`src/rtl/sensor_sdk_sram_cell_arbiter_pkg.sv`:
```
// Shared types for the two-port SRAM cell arbiter: FSM encoding and byte-lane width.
`ifndef NUM_BYTE
`define NUM_BYTE(w) ((w) / 8)
`endif

package sensor_sdk_sram_cell_arbiter_pkg;

   typedef enum logic [1:0] {
      IDLE = 2'd0,
      OWN0 = 2'd1,
      OWN1 = 2'd2
   } arb_state_e;

   function automatic int num_byte(input int width);
      return `NUM_BYTE(width);
   endfunction

endpackage

```
`src/rtl/sensor_sdk_sram_cell_arbiter_rr_pick2.sv`:
```
// Two-way round-robin pick: a lone requester wins, a tie goes to the preferred one.
module sensor_sdk_rr_pick2 (
   input  logic [1:0] req,
   input  logic       rr,
   output logic       any,
   output logic       win
);

   assign any = |req;
   assign win = (&req) ? rr : req[1];

endmodule

```
`src/rtl/sensor_sdk_sram_cell_arbiter.sv`:
```
// Shares one synchronous-read SRAM cell between two requesters with round-robin
// ownership, bounded burst hold and registered read-data routing.
module sensor_sdk_sram_cell_arbiter
   import sensor_sdk_sram_cell_arbiter_pkg::*;
#(
   parameter  int BW_INDEX   = 15,
   parameter  int CELL_WIDTH = 32,
   parameter  int MAX_HOLD   = 16,
   localparam int BW_WEN     = num_byte(CELL_WIDTH)
) (
   input  logic                  clk,
   input  logic                  rst,
   input  logic                  sxreq0,
   input  logic                  sxlast0,
   input  logic                  sxwen0,
   input  logic [BW_INDEX-1:0]   sxindex0,
   input  logic [BW_WEN-1:0]     sxwstrb0,
   input  logic [CELL_WIDTH-1:0] sxwdata0,
   output logic                  sxgnt0,
   output logic                  sxrvalid0,
   output logic [CELL_WIDTH-1:0] sxrdata0,
   input  logic                  sxreq1,
   input  logic                  sxlast1,
   input  logic                  sxwen1,
   input  logic [BW_INDEX-1:0]   sxindex1,
   input  logic [BW_WEN-1:0]     sxwstrb1,
   input  logic [CELL_WIDTH-1:0] sxwdata1,
   output logic                  sxgnt1,
   output logic                  sxrvalid1,
   output logic [CELL_WIDTH-1:0] sxrdata1,
   output logic [BW_INDEX-1:0]   cell_index,
   output logic                  cell_enable,
   output logic                  cell_wenable,
   output logic [BW_WEN-1:0]     cell_wenable_byte,
   output logic [CELL_WIDTH-1:0] cell_wdata,
   output logic                  cell_renable,
   input  logic [CELL_WIDTH-1:0] cell_rdata
);

   localparam int HCNT_W = $clog2(MAX_HOLD + 1);
   localparam logic [HCNT_W-1:0] HOLD_LAST = HCNT_W'(MAX_HOLD - 1);
   localparam logic [HCNT_W-1:0] HOLD_MAX  = HCNT_W'(MAX_HOLD);

   logic [1:0]                 req, last, wen, gnt;
   logic [1:0][BW_INDEX-1:0]   idx;
   logic [1:0][BW_WEN-1:0]     strb;
   logic [1:0][CELL_WIDTH-1:0] wdata;

   arb_state_e        state;
   logic              rr;
   logic [HCNT_W-1:0] hcnt;
   logic [1:0]        rvalid;
   logic              any, win, gid, gv;

   assign req   = {sxreq1, sxreq0};
   assign last  = {sxlast1, sxlast0};
   assign wen   = {sxwen1, sxwen0};
   assign idx   = {sxindex1, sxindex0};
   assign strb  = {sxwstrb1, sxwstrb0};
   assign wdata = {sxwdata1, sxwdata0};

   sensor_sdk_rr_pick2 u_pick (
      .req (req),
      .rr  (rr),
      .any (any),
      .win (win)
   );

   // In an OWN state only the owner can be granted; gid then names the owner.
   always_comb begin
      gnt = 2'b00;
      gid = 1'b0;
      case (state)
         IDLE: begin
            gid      = win;
            gnt[win] = any;
         end
         OWN0: begin
            gid    = 1'b0;
            gnt[0] = req[0];
         end
         OWN1: begin
            gid    = 1'b1;
            gnt[1] = req[1];
         end
         default: ;
      endcase
   end

   assign gv     = |gnt;
   assign sxgnt0 = gnt[0];
   assign sxgnt1 = gnt[1];

   assign cell_enable       = gv;
   assign cell_wenable      = gv & wen[gid];
   assign cell_renable      = gv & ~wen[gid];
   assign cell_wenable_byte = cell_wenable ? strb[gid] : '0;
   assign cell_index        = gv ? idx[gid] : '0;
   assign cell_wdata        = gv ? wdata[gid] : '0;

   always_ff @(posedge clk or posedge rst) begin
      if (rst) begin
         state  <= IDLE;
         rr     <= 1'b0;
         hcnt   <= '0;
         rvalid <= 2'b00;
      end else begin
         rvalid    <= 2'b00;
         rvalid[gid] <= cell_renable;
         case (state)
            IDLE: begin
               if (any) begin
                  // A one-beat hold limit releases right away while the other side waits.
                  if (last[win] || (MAX_HOLD == 1 && req[~win])) begin
                     rr <= ~win;
                  end else begin
                     state <= win ? OWN1 : OWN0;
                     hcnt  <= HCNT_W'(1);
                  end
               end
            end
            OWN0, OWN1: begin
               if (!req[gid] || last[gid] || (hcnt >= HOLD_LAST && req[~gid])) begin
                  state <= IDLE;
                  rr    <= ~gid;
                  hcnt  <= '0;
               end else if (hcnt != HOLD_MAX) begin
                  hcnt <= hcnt + HCNT_W'(1);
               end
            end
            default: begin
               state <= IDLE;
               hcnt  <= '0;
            end
         endcase
      end
   end

   assign sxrvalid0 = rvalid[0];
   assign sxrvalid1 = rvalid[1];
   assign sxrdata0  = rvalid[0] ? cell_rdata : '0;
   assign sxrdata1  = rvalid[1] ? cell_rdata : '0;

endmodule

```
`config.mk`:
```
export PLATFORM = sky130hd
export DESIGN_NAME = sensor_sdk_sram_cell_arbiter
export DESIGN_NICKNAME = d
export VERILOG_FILES = /design/src/rtl/sensor_sdk_sram_cell_arbiter_pkg.sv /design/src/rtl/sensor_sdk_sram_cell_arbiter_rr_pick2.sv /design/src/rtl/sensor_sdk_sram_cell_arbiter.sv
export SDC_FILE = /design/constraint.sdc
export NUM_CORES = 1
export LEC_CHECK = 0
export CAP_MARGIN = 20
export CORE_AREA = 2 2 102 104
export DETAILED_ROUTE_END_ITERATION = 10
export DIE_AREA = 0 0 104 106
export GPL_ROUTABILITY_DRIVEN = 0
export PLACE_DENSITY = 0.77
export SYNTH_ARGS = -nofsm -noshare
export SYNTH_HDL_FRONTEND = slang
export SYNTH_SLANG_ARGS = --single-unit
```
`constraint.sdc`:
```
create_clock -name clk -period 2.4 [get_ports clk]
set_input_delay 0.48 -clock clk [delete_from_list [all_inputs] [get_ports clk]]
set_output_delay 0.48 -clock clk [all_outputs]
set_load 0.01 [all_outputs]
```
## Yosys cells after proc, flatten, opt, wreduce, memory -nomap -nowiden

Index checks and enable logic that the tools add are counted.

| operators by class | value |
|---|---|
| add/sub/neg operators | 1 |
| multiply operators | 0 |
| divide/modulo/power cells | 0 |
| order comparisons | 6 |
| equality and inequality tests | 8 |
| shift-type cells | 0 |
| mux-type cells | 43 |
| bitwise gates (word level) | 7 |
| reduce and logical (&&, ||, !) cells | 15 |

Operators with widths:

| operator | count |
|---|---|
| 2-to-1 mux 32 bit | 5 |
| 2-to-1 mux 15 bit | 3 |
| 2-to-1 mux 5 bit | 4 |
| 2-to-1 mux 1 bit | 16 |
| 2-to-1 mux 4 bit | 3 |
| case mux 5 bit (2 select lines) | 1 |
| 2-to-1 mux 2 bit | 4 |
| inequality test 2 bit (second input constant) | 4 |
| case mux 1 bit (2 select lines) | 4 |
| < comparator 1 x 2 -> 1 bit (second input constant) | 3 |
| AND reduction 3 bit | 2 |
| OR reduction 2 bit | 3 |
| adder 5 x 1 -> 5 bit (second input constant) | 1 |
| greater-or-equal comparator 5 x 4 -> 1 bit (second input constant) | 1 |
| inequality test 5 bit (second input constant) | 1 |
| AND 2 bit | 2 |
| case mux 2 bit (2 select lines) | 1 |
| AND reduction 4 bit | 1 |
| logical AND 1 bit | 3 |
| inequality test 3 bit (second input constant) | 1 |
| inverter 1 bit | 3 |
| AND 1 bit | 2 |
| demux 1 bit (select 1 bit) | 2 |
| equality test 2 x 1 -> 1 bit (second input constant) | 1 |
| other kinds (7) | 9 |

| storage, ports and cells | value |
|---|---|
| register bits | 10 |
| latch bits | 0 |
| RAM bits | 0 |
| memory bits (read-only) | 0 |
| output and inout port bits | 122 |
| memories | 0 |

## Longest topological paths before layout

Gate-level depths: netlist of the first run.

| depth | value |
|---|---|
| word-level depth | 11 |
| gate-level depth with buffers | 8 |

## Modules after synthesis

From an unflattened synthesis of the first run, not the netlist that was laid out.

| unflattened totals | value |
|---|---|
| cells, all modules | 324 |
| area total of the unflattened synthesis | 1968.1 um^2 |

By module, submodules not included:

| module | times used | cells each | area each (um^2) |
|---|---|---|---|
| sensor_sdk_sram_cell_arbiter | 1 | 321 | 1950.6 |
| sensor_sdk_rr_pick2 | 1 | 3 | 17.5 |

## Worst setup path before layout of the first run

Ideal clock, no wire load.

| timing path | value |
|---|---|
| kind | register to output |
| start | register state[0] |
| end | output port cell_wenable_byte[1] |
| arrival | 1.732 ns |
| required time | 1.920 ns |
| path slack | 0.188 ns |
| cell stages (with the launch flop) | 9 |
| cells stage by stage | dfrtp_1 -> inv_1 -> ha_1 -> buf_2 -> and3_1 -> nor2_1 -> buf_2 -> nand3_1 -> a21oi_1 |

| on the way | value |
|---|---|
| word-level cells in the longest chain between the ends | 6 |

Ends and longest elaborated chain:

| element | line | text |
|---|---|---|
| start, declared | sensor_sdk_sram_cell_arbiter.sv:49 | `arb_state_e state;` |
| start signal, assigned | sensor_sdk_sram_cell_arbiter.sv:117 | `state <= win ? OWN1 : OWN0;` |
| equality test 2 bit or zero test 2 bit (tied branches) | sensor_sdk_sram_cell_arbiter.sv:73 | `case (state)` |
| case mux 1 bit (2 select lines) | sensor_sdk_sram_cell_arbiter.sv:73 |  |
| 2-to-1 mux 1 bit (not written as such) (2 in series) | sensor_sdk_sram_cell_arbiter.sv:95 | `assign cell_wenable = gv & wen[gid];` |
| AND 1 bit | sensor_sdk_sram_cell_arbiter.sv:95 |  |
| 2-to-1 mux 4 bit * | sensor_sdk_sram_cell_arbiter.sv:97 | `assign cell_wenable_byte = cell_wenable ? strb[gid] : '0;` |
| end, declared | sensor_sdk_sram_cell_arbiter.sv:34 | `output logic [BW_WEN-1:0] cell_wenable_byte,` |

Every way passes the cells marked *; elsewhere a longest branch is shown, timed or not. The select of a mux whose other input is x is not followed.

## Worst setup path after layout of the first run

| timing path | value |
|---|---|
| start | register state[0] |
| end | output port cell_renable |

| on the way | value |
|---|---|
| word-level cells in the longest chain between the ends | 6 |

Ends and longest elaborated chain:

| element | line | text |
|---|---|---|
| equality test 2 bit or zero test 2 bit (tied branches) | sensor_sdk_sram_cell_arbiter.sv:73 |  |
| case mux 1 bit (2 select lines) | sensor_sdk_sram_cell_arbiter.sv:73 |  |
| 2-to-1 mux 1 bit (not written as such) (2 in series) | sensor_sdk_sram_cell_arbiter.sv:96 | `assign cell_renable = gv & ~wen[gid];` |
| inverter 1 bit | sensor_sdk_sram_cell_arbiter.sv:96 |  |
| AND 1 bit * | sensor_sdk_sram_cell_arbiter.sv:96 |  |
| end, declared | sensor_sdk_sram_cell_arbiter.sv:36 | `output logic cell_renable,` |

Marked as above.

==> metrics.txt, run 1 <==
status finished with violations; violated checks negative setup slack; Die Area 11000 um2; Total Routing Usage GR 20.0%; Hold Slack 537 ps; Register-to-Register Path Depth 7; max_slew headroom 69.0%; HPWL after DPL slightly above 9000 um; RSZ-0062 raised after global routing yes; Post-route DRC 0; largest net degree at the start of global routing 40; CP max-delay cell dfrtp_1; Synth Flop Type dfrtp_1; crit start category register; Slew Viols, Final 0; leading post-synthesis cells by cell area and2_1 20%, nand2_1 19%, a21oi_1 14%, dfrtp_1 13%, ha_1 4.4%; Post-Syn Area 1990 um2; Worst setup startpoint state[0]; most frequent CP cell buf_4; area leader, netlist and2_1; setup TNS -4.25 ps; Crit path required time 1920 ps; vias in the first global route around 3.4k; Port Buffer Count 263; FMAX between 400 and 500 MHz; register bit count reported by yosys 10; # clock sinks 10; synthesized net count 476; Post-Place Cells 727; worst skew pair latency 250 ps; Clock Tree Buf Depth 2; first-pass GRT wire length 17800 um; fin crit period 2400 ps; arrival time worst endpoint about 1900 ps; # H-tree levels 1; Worst Setup End Kind output port; R2R Path End hcnt[4]; Warnings, synthesis 0; Hold Path Class in2async; 1st-iter DRT viols 252; Total Wirelength 12600 um; core area ~10000 um2; Area after DPL 4940 um2; ratio of final minimum period to clock period 100%; first-pass iteration count of the detailed router 4; Die Y 106 um; row count 37; syn avg cell area a little over 6 um2; crit-path max cell delay around 380 ps; P&R area growth vs syn 171%; Post-Layout Cell Count 754; antenna viol nets, final 0; WL per Instance between 15 and 20 um; final setup margin -4.25 ps; Post-synth EDFFs 0; cell area after layout ~5400 um2; post-synth top area share 20.5%; TritonCTS clock tree yes; WS Path Type reg2out; Final setup viols 1; die width 104 um; final hold vios 0; Reg2Reg Launch Point hcnt[0]; sequential element share of the synthesized area 12.6%; ANT cells 0; Register-to-Register Setup Slack roughly 100 ps; Final #Nets around 770; Critical Path Sink cell_renable; Via density 4.62; Post-Route Skew roughly 2.2 ps; Max-Cap Viols 0; commonest non-fill, non-tap cells in the layout 206 x clkdlybuf4s50_1, 79 x nand2_1, 65 x and2_1, 51 x buf_2, 35 x a21oi_2; crit path cell chain inv_2 -> ha_4 -> buf_6 -> and3_4 -> nor2_4 -> buf_4 -> buf_4 -> nor3_2 -> or2_1 -> buf_2; GR Overflow Total 0; ys async rst share 100%; share of cells above drive strength 1 between 30% and 40%; Leak 0.00231 uW; Post-Synthesis Cells 327; Worst Path Max Fanout 4; Synth cell types 43; initial antenna violation count 0; Total Power Consumption 4570 uW; clock-pin slew on the worst setup and hold paths roughly 60 ps; Worst VDD drop roughly 0.37 mV; Initial Utilization 19.9%; CTS Buf Count 3; PwrDens between 800 and 900 nW/um2; Via Count 3482; # fillers approximately 950; most common cell after layout, fill and taps aside clkdlybuf4s50_1; num ports between 200 and 300; Slew @ Worst Pin 464 ps; Clock Tree Root clkbuf_8
[per-stage QoR]
step / worst slack (ps) / utilization, %
detailed placement: -648 / 49.4
global route: -75.4 / 53.8
global placement: -653 / 49.4
finish: -4.25 / 53.8
floorplan: 188 / -
CTS: -43.0 / 51.0
[worst min-delay path by stage]
stage | end | slack (ps) | start | cells after the start
detailed placement | hcnt[3] | 530 | hcnt[3] | 1
CTS | rvalid[0] | 540 | rst | 2
global placement | hcnt[3] | 530 | hcnt[3] | 1
finish | hcnt[2] | 540 | rst | 2
floorplan | hcnt[0] | 320 | rst | 1
global route | rvalid[0] | 580 | rst | 2
[kinds of logic after synthesis]
kind of cell	count (synthesis)	synth area share, %
mux	4	2.77
buf+inv	32	6.87
compound gates	70	22.1
simple gates	204	51.2
fa+ha+maj	7	4.41
flops	10	12.6
[report_power, final]
part / internal (uW) / switching [uW]
clock: 146 / 87.0
combinational: 2030 / 2040
sequential: 213 / 54.4
total: 2390 / 2190
[what timing repair did]
action                     in CTS  in global routing
gates cloned                    4                  3
pin swaps                       6                 34
resized for setup             256                 74
setup buffers                  15                  6
setup endpoints to repair      57                 52
hold buffers                    0                  0
[synthesized netlist by cell type, types with 2 or more instances]
library cell	count
nand3b_1	3
ha_1	7
nor2_1	3
o221ai_1	2
dfrtp_1	10
inv_1	8
nand2_1	102
clkbuf_1	11
mux2_1	2
a21oi_1	54
buf_2	13
nand3_1	14
and2_1	65
and3_1	4
[routing by layer]
metal | routed length, um | up-vias | track usage, % | share of wire [%]
met4 | 221 | 0 | 4.83 | 1.8
met5 | 0 | - | 0 | 0
met2 | 6700 | 166 | 38.0 | 53
met3 | 855 | 16 | 3.74 | 6.8
li1 | - | 1665 | - | -
met1 | 4780 | 1635 | 23.0 | 38
[critical path, delay by kind of cell, from the launching register on]
| family | cells | cell delay, ps |
|---|---|---|
| flip-flops | 1 | 380 |
| buffers and inverters | 5 | 590 |
| AND/OR/NAND/NOR | 4 | 530 |
| adder cells (fa/ha/maj) | 1 | 160 |
[state kept, by name (all words and copies together), names as in the netlist]
name / cells
rvalid: 2
rr: 1
state: 2
hcnt: 5
[final cells by class]
type                            count  area [um2]  area share [%]
Clock buffer                        4        55.1            1.02
Inverter                            8        30.0           0.558
Multi-Input combinational cell    285        1960            36.5
Sequential cell                    10         250            4.65
Tap cell                          136         170            3.16
Timing Repair Buffer              311        2910            54.1
Note: power is estimated with default switching activity, not from simulation.
==> run 2: changes to the inputs <==
--- a/config.mk
+++ b/config.mk
@@ -11,6 +11,8 @@
 export DIE_AREA = 0 0 104 106
 export GPL_ROUTABILITY_DRIVEN = 0
 export PLACE_DENSITY = 0.77
+export SETUP_SLACK_MARGIN = 0.3
+export SKIP_LAST_GASP = 1
 export SYNTH_ARGS = -nofsm -noshare
 export SYNTH_HDL_FRONTEND = slang
 export SYNTH_SLANG_ARGS = --single-unit
==> run 2 against run 1 <==
Worst setup slack got worse by 110 ps; maximum frequency fell by 4.4%; register-to-register slack improved by 90 ps; sequential power fell by 9.0%; critical endpoint is now cell_wdata[16]; worst hold slack got worse by 3.2 ps; combinational power rose by 9.6%; the run still ends with negative setup slack left.
==> metrics.txt, run 2 (same netlist as run 1, synthesis figures left out) <==
initial antenna violation count 0; WS Path Type reg2out; Crit path required time 1920 ps; max_slew headroom 71.1%; TritonCTS clock tree yes; Via density 4.60; ratio of final minimum period to clock period 105%; most common cell after layout, fill and taps aside clkdlybuf4s50_1; Worst Path Max Fanout 7; max reg flops 5; first-pass iteration count of the detailed router 4; Max-Cap Viols 0; CTS Buf Count 3; Die Y roughly 110 um; Worst Setup End Kind output port; GR Overflow Total 0; CP max-delay cell dfrtp_1; Post-Place Cells 727; worst skew pair latency 240 ps; # clock sinks 10; Final setup viols 51; FMAX 398 MHz; Hold Path Class in2async; P&R area growth vs syn 180%; largest net degree at the start of global routing 34; fin crit period 2520 ps; Reg2Reg Launch Point state[1]; commonest non-fill, non-tap cells in the layout 154 x clkdlybuf4s50_1, 102 x nand2_1, 65 x and2_1, 50 x buf_2, 34 x buf_4; crit start category register; share of cells above drive strength 1 between 20% and 30%; Clock Tree Buf Depth 2; Worst setup startpoint state[1]; Initial Utilization 19.9%; num ports 264; die width 104 um; status finished with violations; Slew @ Worst Pin 433 ps; clock-pin slew on the worst setup and hold paths 50 ps; HPWL after DPL a little over 9000 um; Clock Tree Root clkbuf_8; CP bufs+invs 5; 1st-iter DRT viols 229; core area 10000 um2; Worst VDD drop 0.359 mV; Hold Slack 534 ps; final hold vios 0; crit path cell chain inv_2 -> ha_4 -> a21boi_2 -> o21a_2 -> a21oi_4 -> buf_12 -> buf_8 -> clkbuf_16 -> a21oi_2 -> buf_2; ANT cells 0; arrival time worst endpoint 2040 ps; violated checks negative setup slack; top flop regs hcnt (5), rvalid (2), state (2); Leak approximately 0.003 uW; crit-path max cell delay 420 ps; Slew Viols, Final 0; # H-tree levels 1; RSZ-0062 raised after global routing yes; Largest Register hcnt; fin util 55.5%; Via Count about 3.5k; Setup WS pre-CTS -596 ps; Final #Nets 783; Register-to-Register Path Depth 8; Post-route DRC 0; Post-Route Skew between 0.6 and 0.7 ps; row count 37; Crit path depth 10; setup TNS -4530 ps; first-pass GRT wire length 18100 um; final setup margin -116 ps; vias in the first global route 3368; Die Area 11000 um2; WL per Instance 16.6 um; CP top delay family buffers and inverters; Total Routing Usage GR approximately a fifth; Port Buffer Count 263; PwrDens 880 nW/um2; antenna viol nets, final 0; Post-Layout Cell Count 768; Total Wirelength around 13000 um
==> run 2: changes by cell type in the layout (fill, tap and decap cells not counted), moves of 7 or more <==
cell / delta
nand2_1: +23
nand2_4: -13
dlygate4sd2_1: +24
buf_6: +7
clkdlybuf4s50_1: -52
dlymetal6s2s_1: +27
a21oi_2: -7
nand2_2: -10
==> run 2: layer usage <==
| metal | part of all wire, % | global-route usage (%) |
|---|---|---|
| met4 | 2.6 | 6.47 |
| met5 | 0 | 0 |
| met2 | 53 | 37.9 |
| met3 | 5.5 | 3.25 |
| met1 | 39 | 23.3 |
==> run 2: area by class of cell <==
| type | count | area [um2] |
|---|---|---|
| fill | 907 | 4450 |
| tap | 136 | 170 |
| clock buffer | 3 | 41.3 |
| sequential | 10 | 250 |
| multi-input combinational | 285 | 1840 |
| timing repair buffer | 326 | 3220 |
| inverter | 8 | 30.0 |
==> run 2: power by group <==
group          internal (uW)  switching [uW]  leakage, uW
logic                   2370            2080      0.00284
registers                214            30.2     0.000131
clock network            111            75.5    0.0000216
==> run 2: repair_timing <==
action                                  in CTS  in global routing
cloned                                       7                  1
endpoints found under the setup margin      87                 90
buffers inserted                            25                  5
hold buffers                                 0                  0
hold endpoints to repair                     0                  0
gates resized for setup                    286                 81
pin swaps                                   12                  6
==> run 2: per-stage QoR <==
stage	total power, uW	cell area, um2
after floorplan	1850	2000
after global placement	3510	4920
after detailed placement	3580	4920
after CTS	4440	5200
after global routing	5190	5550
final	4890	5550
==> run 2: worst paths after layout <==
path                                       end  slack, ps
max in group asynchronous            rvalid[0]       1570
min in group clk                       hcnt[3]        550
worst max register to register         hcnt[4]        190
worst min register to register         hcnt[3]        550
worst min-delay path                   hcnt[2]        530
worst max-delay path            cell_wdata[16]       -120
==> run 2: worst reg2reg max path: stages, from the launching register on <==
cell and delay, ps:
dfrtp_1 420, inv_2 80, ha_4 180, a31o_4 260, buf_4 140, buf_4 130
mux2i_4 230, or3_4 430, o32ai_2 250
==> run 3: changes to the inputs <==
--- a/config.mk
+++ b/config.mk
@@ -7,6 +7,7 @@
 export LEC_CHECK = 0
 export CAP_MARGIN = 20
 export CORE_AREA = 2 2 102 104
+export CTS_CLUSTER_DIAMETER = 200
 export DETAILED_ROUTE_END_ITERATION = 10
 export DIE_AREA = 0 0 104 106
 export GPL_ROUTABILITY_DRIVEN = 0
==> constraint.sdc (replaced) <==
create_clock -name clk -period 2.4 [get_ports clk]
set_input_delay 0.36 -clock clk [delete_from_list [all_inputs] [get_ports clk]]
set_output_delay 0.36 -clock clk [all_outputs]
set_load 0.01 [all_outputs]
==> run 3 against run 2 <==
The flow still finishes with violations (negative setup slack); clock power increased by 3%; routed wire length increased by 0.12%; sequential share of layout area about the same; final area decreased by 0.72%.
==> metrics.txt, run 3 (same netlist as run 1, synthesis figures left out) <==
fin util 55.1%; met3 routed WL roughly 910 um; Routed met1 length around 4600 um; first-pass iteration count of the detailed router 4; most common cell after layout, fill and taps aside clkdlybuf4s50_1; share of cells above drive strength 1 29.1%; PwrDens ~900 nW/um2; Total Routing Usage GR between 20% and 30%; status finished with violations; Hold Path Class in2async; Via Count approximately 3.6k; GR Overflow Total 0; Post-Place Cells 722; vias in the first global route 3548; max_slew headroom between 70% and 80%; Via density 4.68; first-pass GRT wire length 18600 um; Leak around 0.0024 uW; Worst Setup End Kind output port; CTS Buf Count 3; Reg2Reg Launch Point state[1]; Post-Layout Cell Count 768; Die Area 11000 um2; Top Layer Used met4; arrival time worst endpoint 2040 ps; max reg flops 5; crit start category register; Critical Path Sink cell_wenable_byte[1]; Clock Tree Root clkbuf_8; Worst VDD drop about 0.45 mV; cts hold-fix bufs 0; 1st-iter DRT viols 279; # clock sinks 10; row count 37; Port Buffer Count ~260; die width 104 um; Register-to-Register Setup Slack 190 ps; ratio of final minimum period to clock period 100%; antenna viol nets, final 0; R2R Path End hcnt[4]; WS Path Type reg2out; HPWL after DPL 9240 um; Final setup viols 2; Initial Utilization 19.9%; Slew Viols, Final 0; fin crit period between 2000 and 2500 ps; Crit path required time ~2000 ps; final hold vios 0; # H-tree levels 1; initial antenna violation count 0; clock-pin slew on the worst setup and hold paths 50 ps; TritonCTS clock tree yes; Worst setup startpoint state[1]; Worst Path Max Fanout 7; core area about 10000 um2; Largest Register hcnt; Clock Tree Buf Depth 2; Total Wirelength about 13000 um; worst skew pair latency 250 ps; ANT cells 0; FMAX 416 MHz; commonest non-fill, non-tap cells in the layout 205 x clkdlybuf4s50_1, 98 x nand2_1, 65 x and2_1, 52 x buf_2, 35 x buf_4; WL per Instance 16.6 um; met2 wire length about 6800 um; RSZ-0062 raised after global routing yes; num ports 264; P&R area growth vs syn 178%; Slew @ Worst Pin about 440 ps; largest net degree at the start of global routing 40; Total Power Consumption a little under 5000 uW; final setup margin -1.79 ps; Register-to-Register Path Depth 8; Post-Route Skew 2.98 ps; top flop regs hcnt (5), rvalid (2), state (2); violated checks negative setup slack; Max-Cap Viols 0; Die Y 106 um; Final #Nets approximately 780; Post-route DRC 0
-- run 3: changes by cell type in the layout (fill, tap and decap cells not counted), moves of 2 or more --
cell | previous run | this run
a21oi_1 | 23 | 20
a21oi_2 | 28 | 32
buf_2 | 50 | 52
buf_6 | 16 | 12
buf_8 | 3 | 0
clkbuf_16 | 1 | 3
clkdlybuf4s50_1 | 154 | 205
dlygate4sd2_1 | 26 | 3
dlymetal6s2s_1 | 27 | 0
ha_2 | 4 | 2
nand2_1 | 102 | 98
nand2_2 | 0 | 3
nand3_1 | 12 | 14
nand3_2 | 2 | 0
-- run 3: repair_timing --
| item | 4_1_cts | 5_1_grt |
|---|---|---|
| pin swaps | 13 | 15 |
| gates resized for setup | 270 | 35 |
| cloned | 6 | 3 |
| setup buffers | 22 | 12 |
| endpoints found under the setup margin | 64 | 62 |
-- run 3: worst min-delay path by stage --
stage	end	slack, ps	depth (start not counted)
finish	rvalid[0]	410	2
global route	rvalid[0]	470	2
CTS	rvalid[0]	420	2
detailed placement	hcnt[3]	540	1
global placement	hcnt[3]	520	1
floorplan	hcnt[0]	200	1
-- run 3: cell type report --
| class | instances | area, um2 |
|---|---|---|
| fillers | 931 | 4490 |
| repair buffers | 326 | 3150 |
| multi-input cells | 285 | 1870 |
| flip-flops and latches | 10 | 250 |
| well taps | 136 | 170 |
| clock buffers | 3 | 41.3 |
| inverters | 8 | 30.0 |
-- run 3: power breakdown --
| part | leakage, uW | internal (uW) | switching (uW) |
|---|---|---|---|
| Clock | 0.0000216 | 111 | 80.6 |
| Combinational | 0.00223 | 2400 | 2110 |
| Sequential | 0.000131 | 214 | 34.6 |
| Total | 0.00239 | 2720 | 2220 |
-- run 3: through the flow --
stage / cell area [um2] / worst slack [ps] / TNS, ps / hold slack, ps
4_1_cts: 5300 / 20.4 / 0 / 422
2_1_floorplan: 1990 / 308 / 0 / 200
6_report: 5510 / -1.79 / -2.23 / 408
3_3_place_gp: 4910 / -431 / -15970 / 524
5_1_grt: 5510 / -58.2 / -528 / 467
3_5_place_dp: 4910 / -426 / -16980 / 541
-- run 3: worst max-delay path: stages (launching register included) --
cell	delay, ps
dfrtp_1	380
inv_2	70
ha_4	180
a21boi_2	150
o21a_1	210
a21oi_4	200
buf_6	190
buf_12	140
buf_6	110
a21oi_2	30
buf_2	130
-- run 3: per-layer routing --
layer	GRT usage, %	vias to the layer above
li1	-	1700
met1	22.4	1695
met2	40.0	167
met3	4.66	29
met4	8.20	0
met5	0	-
